### config.mk
export PLATFORM = sky130hd
export DESIGN_NAME = csr_access_ctrl_flat
export DESIGN_NICKNAME = d
export VERILOG_FILES = /design/src/rtl/csr_access_ctrl_if.sv /design/src/rtl/csr_access_ctrl.sv /design/src/flat_wrapper.sv
export SDC_FILE = /design/constraint.sdc
export NUM_CORES = 1
export LEC_CHECK = 0
export CAP_MARGIN = 15
export CORE_AREA = 2 2 124 126
export DETAILED_ROUTE_END_ITERATION = 12
export DIE_AREA = 0 0 126 128
export HOLD_SLACK_MARGIN = 0.05
export PLACE_DENSITY_LB_ADDON = 0.15
export SLEW_MARGIN = 25
export SYNTH_ARGS = -nofsm -noshare
export SYNTH_HDL_FRONTEND = slang
export SYNTH_SLANG_ARGS = --single-unit
### constraint.sdc
create_clock -name clk -period 3.58 [get_ports clk]
set_input_delay 0.537 -clock clk [delete_from_list [all_inputs] [get_ports clk]]
set_output_delay 0.537 -clock clk [all_outputs]
set_load 0.01 [all_outputs]
### src/rtl/csr_access_ctrl_if.sv
// Request/response/register-file bundle for the CSR access controller.
// The slave modport is the controller; the master modport is its environment.
interface csr_access_ctrl_if #(
    parameter int ADDR_W = 12,
    parameter int DATA_W = 32
);
    logic              p_req_valid;
    logic              p_req_ready;
    logic [1:0]        p_req_op;
    logic [ADDR_W-1:0] p_req_addr;
    logic [DATA_W-1:0] p_req_wdata;

    logic              d_req_valid;
    logic              d_req_ready;
    logic [1:0]        d_req_op;
    logic [ADDR_W-1:0] d_req_addr;
    logic [DATA_W-1:0] d_req_wdata;

    logic              resp_valid;
    logic              resp_ready;
    logic              resp_id;
    logic [DATA_W-1:0] resp_rdata;
    logic              resp_err;

    logic [ADDR_W-1:0] csr_addr;
    logic [DATA_W-1:0] csr_din;
    logic              csr_wrt_en;
    logic [DATA_W-1:0] csr_dout;

    modport slave (
        input  p_req_valid, p_req_op, p_req_addr, p_req_wdata,
        output p_req_ready,
        input  d_req_valid, d_req_op, d_req_addr, d_req_wdata,
        output d_req_ready,
        output resp_valid, resp_id, resp_rdata, resp_err,
        input  resp_ready,
        output csr_addr, csr_din, csr_wrt_en,
        input  csr_dout
    );

    modport master (
        output p_req_valid, p_req_op, p_req_addr, p_req_wdata,
        input  p_req_ready,
        output d_req_valid, d_req_op, d_req_addr, d_req_wdata,
        input  d_req_ready,
        input  resp_valid, resp_id, resp_rdata, resp_err,
        output resp_ready,
        input  csr_addr, csr_din, csr_wrt_en,
        output csr_dout
    );
endinterface

### src/rtl/csr_access_ctrl.sv
// Arbitrates pipeline/debug CSR requests and performs read-modify-write
// accesses on an external register file, one access at a time.
module csr_access_ctrl #(
    parameter int ADDR_W = 12,
    parameter int DATA_W = 32
) (
    input  logic              clk,
    input  logic              reset,
    csr_access_ctrl_if.slave  bus,
    output logic              busy,
    output logic [7:0]        err_cnt
);
    typedef enum logic [1:0] {IDLE, EXEC, RESP} state_t;

    localparam logic [1:0] OP_RW = 2'b01;
    localparam logic [1:0] OP_RS = 2'b10;
    localparam logic [1:0] OP_RC = 2'b11;

    state_t            state_q;
    logic              last_dbg_q;
    logic [1:0]        op_q;
    logic [ADDR_W-1:0] addr_q;
    logic [DATA_W-1:0] wdata_q;
    logic              id_q;
    logic              illegal_q;
    logic              wrt_en_q;
    logic              resp_valid_q;
    logic              resp_id_q;
    logic [DATA_W-1:0] resp_rdata_q;
    logic              resp_err_q;
    logic [7:0]        err_cnt_q;

    logic              p_grant, d_grant, accept;
    logic [1:0]        sel_op;
    logic [ADDR_W-1:0] sel_addr;
    logic [DATA_W-1:0] sel_wdata;
    logic              sel_wen, sel_ro;

    function automatic logic [DATA_W-1:0] apply_op(input logic [1:0] op,
                                                   input logic [DATA_W-1:0] old,
                                                   input logic [DATA_W-1:0] wd);
        case (op)
            OP_RW:   return wd;
            OP_RS:   return old | wd;
            OP_RC:   return old & ~wd;
            default: return old;
        endcase
    endfunction

    function automatic logic [7:0] sat_inc(input logic [7:0] v);
        return (v == 8'hFF) ? v : v + 8'd1;
    endfunction

    // Debug wins a conflict only when the pipeline was granted last.
    always_comb begin
        p_grant   = reset && (state_q == IDLE) && bus.p_req_valid &&
                    (!bus.d_req_valid || last_dbg_q);
        d_grant   = reset && (state_q == IDLE) && bus.d_req_valid && !p_grant;
        accept    = p_grant || d_grant;
        sel_op    = d_grant ? bus.d_req_op    : bus.p_req_op;
        sel_addr  = d_grant ? bus.d_req_addr  : bus.p_req_addr;
        sel_wdata = d_grant ? bus.d_req_wdata : bus.p_req_wdata;
        sel_wen   = (sel_op == OP_RW) || (sel_op[1] && (sel_wdata != '0));
        sel_ro    = (sel_addr[11:10] == 2'b11);
    end

    always_ff @(posedge clk or negedge reset) begin
        if (!reset) begin
            state_q      <= IDLE;
            last_dbg_q   <= 1'b1;
            op_q         <= '0;
            addr_q       <= '0;
            wdata_q      <= '0;
            id_q         <= 1'b0;
            illegal_q    <= 1'b0;
            wrt_en_q     <= 1'b0;
            resp_valid_q <= 1'b0;
            resp_id_q    <= 1'b0;
            resp_rdata_q <= '0;
            resp_err_q   <= 1'b0;
            err_cnt_q    <= '0;
        end else begin
            case (state_q)
                IDLE: begin
                    if (accept) begin
                        state_q    <= EXEC;
                        last_dbg_q <= d_grant;
                        op_q       <= sel_op;
                        addr_q     <= sel_addr;
                        wdata_q    <= sel_wdata;
                        id_q       <= d_grant;
                        illegal_q  <= sel_wen && sel_ro;
                        wrt_en_q   <= sel_wen && !sel_ro;
                    end
                end
                // Read and write share this cycle, so rdata is the pre-write value.
                EXEC: begin
                    state_q      <= RESP;
                    wrt_en_q     <= 1'b0;
                    resp_valid_q <= 1'b1;
                    resp_id_q    <= id_q;
                    resp_rdata_q <= bus.csr_dout;
                    resp_err_q   <= illegal_q;
                    if (illegal_q) err_cnt_q <= sat_inc(err_cnt_q);
                end
                RESP: begin
                    if (bus.resp_ready) begin
                        resp_valid_q <= 1'b0;
                        state_q      <= IDLE;
                    end
                end
                default: state_q <= IDLE;
            endcase
        end
    end

    assign bus.p_req_ready = p_grant;
    assign bus.d_req_ready = d_grant;
    assign bus.resp_valid  = resp_valid_q;
    assign bus.resp_id     = resp_id_q;
    assign bus.resp_rdata  = resp_rdata_q;
    assign bus.resp_err    = resp_err_q;
    assign bus.csr_addr    = addr_q;
    assign bus.csr_wrt_en  = wrt_en_q;
    assign bus.csr_din     = (state_q == EXEC) ? apply_op(op_q, bus.csr_dout, wdata_q) : '0;
    assign busy            = (state_q != IDLE);
    assign err_cnt         = err_cnt_q;
endmodule

### src/flat_wrapper.sv
// flat-port wrapper written by rule: the top's interface ports become plain ports
module csr_access_ctrl_flat 
#(
    parameter int ADDR_W = 12,
    parameter int DATA_W = 32
)
  (clk, reset, busy, err_cnt, bus_p_req_valid, bus_p_req_op, bus_p_req_addr, bus_p_req_wdata, bus_p_req_ready, bus_d_req_valid, bus_d_req_op, bus_d_req_addr, bus_d_req_wdata, bus_d_req_ready, bus_resp_valid, bus_resp_id, bus_resp_rdata, bus_resp_err, bus_resp_ready, bus_csr_addr, bus_csr_din, bus_csr_wrt_en, bus_csr_dout);
  csr_access_ctrl_if #(.ADDR_W(ADDR_W), .DATA_W(DATA_W)) bus_i ();
  input  logic clk;
  input  logic reset;
  output logic busy;
  output logic [7:0] err_cnt;
  input wire logic [$bits(bus_i.p_req_valid)-1:0] bus_p_req_valid;
  input wire logic [$bits(bus_i.p_req_op)-1:0] bus_p_req_op;
  input wire logic [$bits(bus_i.p_req_addr)-1:0] bus_p_req_addr;
  input wire logic [$bits(bus_i.p_req_wdata)-1:0] bus_p_req_wdata;
  output wire logic [$bits(bus_i.p_req_ready)-1:0] bus_p_req_ready;
  input wire logic [$bits(bus_i.d_req_valid)-1:0] bus_d_req_valid;
  input wire logic [$bits(bus_i.d_req_op)-1:0] bus_d_req_op;
  input wire logic [$bits(bus_i.d_req_addr)-1:0] bus_d_req_addr;
  input wire logic [$bits(bus_i.d_req_wdata)-1:0] bus_d_req_wdata;
  output wire logic [$bits(bus_i.d_req_ready)-1:0] bus_d_req_ready;
  output wire logic [$bits(bus_i.resp_valid)-1:0] bus_resp_valid;
  output wire logic [$bits(bus_i.resp_id)-1:0] bus_resp_id;
  output wire logic [$bits(bus_i.resp_rdata)-1:0] bus_resp_rdata;
  output wire logic [$bits(bus_i.resp_err)-1:0] bus_resp_err;
  input wire logic [$bits(bus_i.resp_ready)-1:0] bus_resp_ready;
  output wire logic [$bits(bus_i.csr_addr)-1:0] bus_csr_addr;
  output wire logic [$bits(bus_i.csr_din)-1:0] bus_csr_din;
  output wire logic [$bits(bus_i.csr_wrt_en)-1:0] bus_csr_wrt_en;
  input wire logic [$bits(bus_i.csr_dout)-1:0] bus_csr_dout;
  assign bus_i.p_req_valid = bus_p_req_valid;
  assign bus_i.p_req_op = bus_p_req_op;
  assign bus_i.p_req_addr = bus_p_req_addr;
  assign bus_i.p_req_wdata = bus_p_req_wdata;
  assign bus_p_req_ready = bus_i.p_req_ready;
  assign bus_i.d_req_valid = bus_d_req_valid;
  assign bus_i.d_req_op = bus_d_req_op;
  assign bus_i.d_req_addr = bus_d_req_addr;
  assign bus_i.d_req_wdata = bus_d_req_wdata;
  assign bus_d_req_ready = bus_i.d_req_ready;
  assign bus_resp_valid = bus_i.resp_valid;
  assign bus_resp_id = bus_i.resp_id;
  assign bus_resp_rdata = bus_i.resp_rdata;
  assign bus_resp_err = bus_i.resp_err;
  assign bus_i.resp_ready = bus_resp_ready;
  assign bus_csr_addr = bus_i.csr_addr;
  assign bus_csr_din = bus_i.csr_din;
  assign bus_csr_wrt_en = bus_i.csr_wrt_en;
  assign bus_i.csr_dout = bus_csr_dout;
  csr_access_ctrl #(.ADDR_W(ADDR_W), .DATA_W(DATA_W)) u_core (.clk(clk), .reset(reset), .bus(bus_i), .busy(busy), .err_cnt(err_cnt));
endmodule
After elaboration in Yosys (flattened, before gate mapping)

Cells that the tools add are included.

Register bits: 95
Output and inout port bits: 91
Bits of input ports: 129
Logic and storage cells: 64

Add/sub/neg operators: 1
Equality and inequality tests: 10
Reductions and logical operators: 24
Multiplexer cells: 12
Bitwise operators: 4

Operators with widths:

| kind                                                 | number |
|---|---|
| one-hot mux 32 bit (3 select lines)                  | 1 |
| two-way mux 32 bit                                   | 2 |
| bitwise AND 32 bit                                   | 1 |
| inverter 32 bit                                      | 1 |
| bitwise OR 32 bit                                    | 1 |
| nonzero test 32 bit                                  | 1 |
| two-way mux 12 bit                                   | 1 |
| adder 8 x 1 -> 8 bit (second input constant)         | 1 |
| equality test 2 bit (second input constant)          | 4 |
| equality test 8 bit (second input constant)          | 1 |
| logical AND 1 bit                                    | 8 |
| AND reduction 2 bit                                  | 4 |
| equality test 2 x 1 -> 1 bit (second input constant) | 3 |
| two-way mux 2 bit                                    | 3 |
| one-hot mux 2 bit (3 select lines)                   | 1 |
| nonzero test 2 bit                                   | 3 |
| one-hot mux 1 bit (2 select lines)                   | 2 |
| logical NOT 1 bit                                    | 3 |
| logical OR 1 bit                                     | 3 |
| AND reduction 3 bit                                  | 1 |
| logical NOT 2 bit                                    | 1 |
| two-way mux 1 bit                                    | 2 |
| != test 2 x 1 -> 1 bit (second input constant)       | 1 |
| != test 2 bit (second input constant)                | 1 |
| inverter 1 bit                                       | 1 |

Logic depth before layout (Yosys ltp)

Gate-level depths: netlist (run 1).

Depth in word-level cells: 13
Mapped depth: 7
Depth with buffers taken out: 6

Least setup slack after synthesis (run 1)

Ideal clock, no wire load.

Path type: input -> output
Start point: input port reset
End point: output port bus_d_req_ready
Cell stages on the path: 5
Required time: 3.043 ns
Buffers on the path: 2
Data arrival time: 1.337 ns
Setup slack: 1.706 ns
Cells stage by stage: nor3b_4 nand2_2 inv_2 buf_4 buf_2

Cells in the longest elaborated chain, start to end: 5
Elaborated cells between the ends (all ways): 6
Those cells by class: 6 x reduce/logical

Ends and longest elaborated chain:

| item                           | line                                         | RTL |
|---|---|---|
| from (decl)                    | flat_wrapper.sv:10                           | `input logic reset;` |
| logical AND 1 bit *            | csr_access_ctrl.sv:56, csr_access_ctrl.sv:58 |  |
| logical AND 1 bit (2 in a row) | csr_access_ctrl.sv:56                        | `p_grant = reset && (state_q == IDLE) && bus.p_req_valid &&` |
| logical NOT 1 bit              | csr_access_ctrl.sv:58                        | `d_grant = reset && (state_q == IDLE) && bus.d_req_valid && !p_grant;` |
| logical AND 1 bit *            | csr_access_ctrl.sv:58                        |  |
| to (decl)                      | flat_wrapper.sv:22                           | `output wire logic [$bits(bus_i.d_req_ready)-1:0] bus_d_req_ready;` |

Every way passes the cells marked *; elsewhere a longest branch is shown, timed or not.

Final worst setup path (run 1)

Start point: register u_core.op_q[0]
End point: output port bus_csr_din[13]

Cells in the longest elaborated chain, start to end: 3
Elaborated cells between the ends (all ways): 5
Those cells by class: 3 x eq/ne; 2 x mux

Ends and longest elaborated chain:

| item                                                                | line                   | RTL |
|---|---|---|
| from (decl)                                                         | csr_access_ctrl.sv:21  | `logic [1:0] op_q;` |
| from (signal assigned)                                              | csr_access_ctrl.sv:88  | `op_q <= sel_op;` |
| equality test 2 bit or equality test 2 x 1 -> 1 bit (tied branches) | csr_access_ctrl.sv:42  | `case (op)` |
| one-hot mux 32 bit (3 select lines) *                               | csr_access_ctrl.sv:42  |  |
| two-way mux 32 bit *                                                | csr_access_ctrl.sv:125 | `assign bus.csr_din = (state_q == EXEC) ? apply_op(op_q, bus.csr_dout, wdata_q) : '0;` |
| to (decl)                                                           | flat_wrapper.sv:29     | `output wire logic [$bits(bus_i.csr_din)-1:0] bus_csr_din;` |

Marks and branches as above.

==> results of run 1 <==
## kinds of logic after synthesis
group                    Yosys count  share of synthesized area (%)
AO/OA/AOI/OAI                    123                          16.94
flip-flops                        95                          46.46
multiplexers                      33                          6.452
adder cells (fa/ha/maj)            1                         0.2443
AND/OR/NAND/NOR                  268                          21.70
buffers and inverters             89                          7.014
XOR/XNOR                           7                          1.197
## stage by stage
stage	instance area (um^2)	hold WS, ns	power [W]	setup slack, ns
floorplan	5120	0.2414	0.003201	1.706
global placement	7453	0.4531	0.004385	0.8156
detailed placement	7456	0.4619	0.004459	0.7546
CTS	7734	0.3418	0.005392	0.5615
global route	7734	0.3719	0.005714	0.3891
finish	7734	0.3254	0.005334	0.5965
## state kept, by name, summed over array words and instances (netlist names), 2 cells and up
register               cells
u_core.state_q             2
u_core.err_cnt             8
u_core.bus.resp_rdata     32
u_core.bus.csr_addr       12
u_core.op_q                2
u_core.wdata_q            32
## worst reg2reg max path, stage by stage, from the launching register on
cell,delay [ns]
dfrtp_1,0.49
nor3b_4,0.32
nand2_2,0.10
inv_2,0.21
buf_4,0.39
nor3_1,0.11
a2111o_1,0.39
o22ai_2,0.15
## layer usage
layer	vias up	global-route usage (%)	routed length (um)
met5	-	0	0
met4	0	6.981	303
met3	21	5.509	1327
met2	208	34.69	8207
met1	2491	25.58	7064
li1	2514	-	-
## where the power goes
part | internal (W) | switching (W) | total (W)
registers | 0.00154 | 0.000431 | 0.00197
logic | 0.00133 | 0.00110 | 0.00244
clock network | 0.000508 | 0.000416 | 0.000924
## area by class of cell
type,count,area (um^2)
Fill cell,1417,7131
Clock inverter,3,17.52
Clock buffer,13,260.3
Inverter,45,171.4
Timing Repair Buffer,229,2277
Tap cell,188,235.2
Multi-Input combinational cell,432,2392
Sequential cell,95,2380
## layout by cell type (no fill, tap or decap), drive strengths merged, types with 2 or more instances in the layout
master         Yosys  final
a221oi            32     32
a222oi            10     10
a31oi             36     36
buf               15     11
clkbuf            29     13
clkdlybuf4s50      0    218
clkinv             0      2
dfrtp             94     94
inv               45     45
mux2i             33     33
nand2            125    125
nand2b             2      2
nand3              6      6
nand4              4      4
nor2             106    106
nor3               4      4
nor4              11     11
nor4b              2      2
o21ai             36     36
or2                2      2
xnor2              4      4
xor2               3      3
## worst paths after layout
kind	startpoint	end	slack (ns)	depth (start not counted)
setup / recovery	u_core.op_q[0]	bus_csr_din[13]	0.60	5
hold / removal	reset	u_core.bus.resp_rdata[0]	0.33	2
setup reg to reg	u_core.state_q[0]	u_core.bus.csr_wrt_en	1.35	7
hold reg to reg	u_core.bus.resp_rdata[28]	u_core.bus.resp_rdata[28]	0.48	2
max in group asynchronous	reset	u_core.op_q[0]	2.10	3
min in group clk	u_core.bus.resp_rdata[28]	u_core.bus.resp_rdata[28]	0.48	2
==> results.md, run 1 <==
- Status: finished clean
- CP peak stage delay: 0.66 ns
- CTS buffer count: 9
- Syn Nets: 746
- Synth top area share: 45.94%
- I/O pins: 220
- Cells after synthesis: 616
- Fin. Hold Viols: 0
- Setup Crit Path Kind: reg -> out
- Residual DRC: 0
- Post-synth EDFFs: 0
- Clk pin slew, worst setup/hold paths: 0.06 ns
- Cts repair resizes: 0
- Clk sinks: 95
- Routed WL per cell: 16.82 um
- Port Buffers: 219
- Synthesized flop and latch total: 95
- Max frequency: 335.2 MHz
- Mean post-synth cell area: 8.312 um^2
- Crit path required time: 3.04 ns
- CTS tree: built
- Top cells by count, synth: 124 x nand2_1, 106 x nor2_1, 94 x dfrtp_1
- Fin crit period: 2.984 ns
- Buf/Inv on CP: 2
- ANT cells: 0
- Initial DRC count: 335
- First-pass GRT wire length: 26.25 mm
- Die area: 16130 um^2
- Main synth FF type: dfrtp_1
- CTS H-tree lvls: 3
- Worst slew margin: 52.70%
- Hold_buf cts: 0
- 1st-pass router iterations: 7
- Peak supply drop: 0.2842 mV
- Total gr overflow: 0
- Antenna violations before repair: 0
- Initial core utilization: 34.44%
- Worst-Margin Slew: 0.7095 ns
- Post-route ant nets: 0
- GRT Total Usage: 20.56%
- CP cell instances: buf_4 > mux2i_1 > a221oi_1 > nor2_1 > clkdlybuf4s50_1
- Final setup violation count: 0
- Routed via count: 5234
- HP Class: in -> async
- Area Overhead vs Synth: 51.05%
- Layout cells sized above 1: 4.529%
- Tcrit/Tclk final: 83.34%
- Largest cells by area after synthesis: dfrtp_1 46%, nand2_1 9.1%, nor2_1 7.8%
- Gpl congestion: 0.8321
- Max Cap Viol: 0
- Synth cell types: 43
- Die W: 126 um
- Ys Warns: 0
- Critical path's slowest cell: dfrtp_2
- Final core occ: 52.03%
- Leakage power: 3.418 nW
- Dpl cells: 989
- Synthesized area: 5120 um^2
- FP Rows: 45
- Number of vias per cell: 5.208
- Clk buf depth: 2
- Worst Path Arrival: 2.45 ns
- Root Buffer: clkbuf_16
- Total negative slack: 0 ns
- Most instantiated library cell after synthesis: nand2_1
- Top cell type by total area after synthesis: dfrtp_1
- PD cells: 689.8 nW/um^2
- Detailed placement HPWL: 12.73 mm
- Fin cells: 1005
- Unrepaired setup endpoints after global routing: false
- Core area: 14860 um^2
- Fin. max-slew vios: 0
- Register area share after synthesis: 46.46%
- Post-layout nets: 942
- Worst setup EP type: output pin
- Setup bufs post-CTS: 0
- Clk_skew: 0.005852 ns
- Die height: 128 um
- Vias in the first global route: 5028
- Critical Path Fanout Max: 40
- Ys async rst share: 100.0%
- WL final: 16.90 mm
- CP startpoint kind: flop
- Delay-heaviest family, CP: buffers and inverters
- Worst skew pair latency: 0.35 ns
- Largest net degree at the start of global routing: 75
Note: power is estimated with default switching activity, not from simulation.
==> run 2, diff against run 1 <==
Clock period 3.58 ns to 2.7 ns, I/O delays scaled along.
==> run 2 against run 1 <==
  * Sequential share of layout area shrank 0.47 points
  * Clock skew grew 0.0019 ns
  * Via count grew 0.73%
  * Routed wire length grew 3.3%
  * First-iteration DRC count grew 23%
  * Power grew 37%
  * Worst setup slack lost 0.44 ns
  * Core utilization grew 0.80 points
  * Critical endpoint is now bus_csr_din[15]
  * Largest cell class unchanged
==> results.md, run 2 (same netlist as run 1, synthesis figures left out) <==
- Critical path's slowest cell: clkdlybuf4s50_1 (was dfrtp_2)
- Final setup violation count: 0 (unchanged)
- Worst-Margin Slew: 0.6973 ns (was 0.7095 ns)
- CP peak stage delay: 0.49 ns (was 0.66 ns)
- HP Class: in -> async (unchanged)
- CP startpoint kind: flop (unchanged)
- Critical Path Fanout Max: 65 (was 40)
- Peak supply drop: 0.3971 mV (was 0.2842 mV)
- Layout cells sized above 1: 5.576% (was 4.529%)
- Delay-heaviest family, CP: buffers and inverters (unchanged)
- First-pass GRT wire length: 27.29 mm (was 26.25 mm)
- Clk_skew: 0.007706 ns (was 0.005852 ns)
- CTS H-tree lvls: 3 (unchanged)
- Worst skew pair latency: 0.35 ns (about the same)
- Residual DRC: 0 (unchanged)
- Clk sinks: 95 (unchanged)
- Routed via count: 5272 (was 5234)
- Total gr overflow: 0 (unchanged)
- Fin Hold WS: 0.1710 ns (was 0.3254 ns)
- Die W: 126 um (unchanged)
- Core area: 14860 um^2 (unchanged)
- I/O pins: 220 (unchanged)
- Tcrit/Tclk final: 94.17%
- PD cells: 931.9 nW/um^2 (was 689.8 nW/um^2)
- GRT Total Usage: 21.56% (was 20.56%)
- Fin. Hold Viols: 0 (unchanged)
- 1st-pass router iterations: 6 (was 7)
- Worst Path Arrival: 2.14 ns (was 2.45 ns)
- Post-layout nets: 950 (was 942)
- Hold_buf cts: 0 (unchanged)
- Fin. max-slew vios: 0 (unchanged)
- DRT met1 WL: 7.454 mm (was 7.064 mm)
- Worst setup EP type: output pin (unchanged)
- Initial DRC count: 412 (was 335)
- Initial core utilization: 34.44% (unchanged)
- Leakage power: 3.492 nW (was 3.418 nW)
- Clk buf depth: 2 (unchanged)
- Total negative slack: 0 ns (unchanged)
- Final-layout fill cell count: 1417 (unchanged)
- CP cell instances: clkbuf_8 > mux2i_1 > a221oi_1 > nor2_1 > clkdlybuf4s50_1 (was buf_4 > mux2i_1 > a221oi_1 > nor2_1 > clkdlybuf4s50_1)
- Status: finished clean (unchanged)
- Highest routed layer: met4 (unchanged)
- Vias in the first global route: 5219 (was 5028)
- Most frequent cells in the layout: 218 x clkdlybuf4s50_1, 124 x nand2_1, 106 x nor2_1 (unchanged)
- Fin crit period: 2.543 ns
- Number of vias per cell: 5.204 (was 5.208)
- Port Buffers: 219 (unchanged)
- Met3 wire len: 1.404 mm (was 1.327 mm)
- CTS tree: built (unchanged)
- Crit path required time: 2.30 ns (was 3.04 ns)
- Gpl congestion: 0.8650 (was 0.8321)
- Post-route ant nets: 0 (unchanged)
- Worst Setup SP: u_core.op_q[0] (unchanged)
- Unrepaired setup endpoints after global routing: false (unchanged)
- Setup Crit Path Kind: reg -> out (unchanged)
- Max Cap Viol: 0 (unchanged)
- WL final: 17.46 mm (was 16.90 mm)
- Die height: 128 um (unchanged)
- Register area: 2380 um^2 (unchanged)
- FP Rows: 45 (unchanged)
- Worst R2R Start: u_core.state_q[0] (unchanged)
- Buf/Inv on CP: 2 (unchanged)
- Die area: 16130 um^2 (unchanged)
- Worst slew margin: 53.52% (was 52.70%)
- Largest net degree at the start of global routing: 75 (unchanged)
- Root Buffer: clkbuf_16 (unchanged)
- Clk pin slew, worst setup/hold paths: 0.07 ns (was 0.06 ns)
- Routed WL per cell: 17.24 um (was 16.82 um)
- Multi-input gate area: 2397 um^2 (was 2392 um^2)
- Detailed placement HPWL: 13.00 mm (was 12.73 mm)
- Area Overhead vs Synth: 53.37% (was 51.05%)
- Max frequency: 393.3 MHz
- Metal2 WL: 8.236 mm (was 8.207 mm)
- ANT cells: 0 (unchanged)
- CTS buffer count: 9 (unchanged)
- Antenna violations before repair: 0 (unchanged)
- Most common cell after layout, fill and taps aside: clkdlybuf4s50_1 (unchanged)
[run 2: cell types whose count changed in the layout (fill, tap and decap cells not counted), sizes merged]
cell,before,now
clkinv,2,3
clkinvlp,1,0
clkbuf,13,11
buf,11,18
inv,45,46
bufinv,0,2
[run 2: worst paths after layout]
path,cells after the start,endpoint,slack [ns]
setup / recovery,5,bus_csr_din[15],0.16
hold / removal,2,u_core.bus.resp_rdata[31],0.17
setup reg to reg,7,u_core.bus.csr_wrt_en,0.61
hold reg to reg,2,u_core.last_dbg_q,0.47
max in group asynchronous,3,u_core.op_q[0],1.40
min in group clk,2,u_core.last_dbg_q,0.47
[run 2: through the flow]
| stage | cells | total power (W) | instance area (um^2) | setup WS (ns) | util (%) |
|---|---|---|---|---|---|
| after CTS | 1013 | 0.007390 | 7850 | 0.1200 | 52.81 |
| after global routing | 1013 | 0.007836 | 7853 | 0.01740 | 52.83 |
| after detailed placement | 996 | 0.005962 | 7521 | 0.09495 | 50.60 |
| after floorplan | 616 | 0.004244 | 5120 | 0.9778 | - |
| after global placement | 996 | 0.005877 | 7518 | 0.1779 | 50.58 |
| final | 1013 | 0.007318 | 7853 | 0.1573 | 52.83 |
[run 2: area by class of cell]
| cell class | instances | share of cell area [%] |
|---|---|---|
| multi-input cells | 432 | 30.53 |
| flip-flops and latches | 95 | 30.31 |
| repair buffers | 237 | 30.00 |
| well taps | 188 | 2.996 |
| clock buffers | 10 | 2.916 |
| inverters | 45 | 2.183 |
| clock inverters | 6 | 1.068 |
[run 2: timing repair]
| item | 4_1_cts | 5_1_grt |
|---|---|---|
| resized for setup | 2 | 1 |
| setup buffers | 1 | 0 |
| setup endpoints to repair | 21 | 1 |
[run 2: worst reg2reg max path, stage by stage, from the launching register on]
cell and delay [ns]:
dfrtp_1 0.48, nor3b_4 0.35, nand2_2 0.15, inv_2 0.08, buf_4 0.32, nor3_1 0.10
a2111o_1 0.38, o22ai_2 0.14
[run 2: routing by layer]
metal,up-vias,GRT usage (%)
met1,2501,27.20
met2,221,35.71
met3,21,5.593
met4,0,8.080
li1,2529,-
met5,-,0
[run 2: where the power goes]
part           internal (W)  switching, W  total, W
Combinational       0.00180       0.00158   0.00339
Clock              0.000811      0.000571   0.00138
Sequential          0.00205      0.000500   0.00255
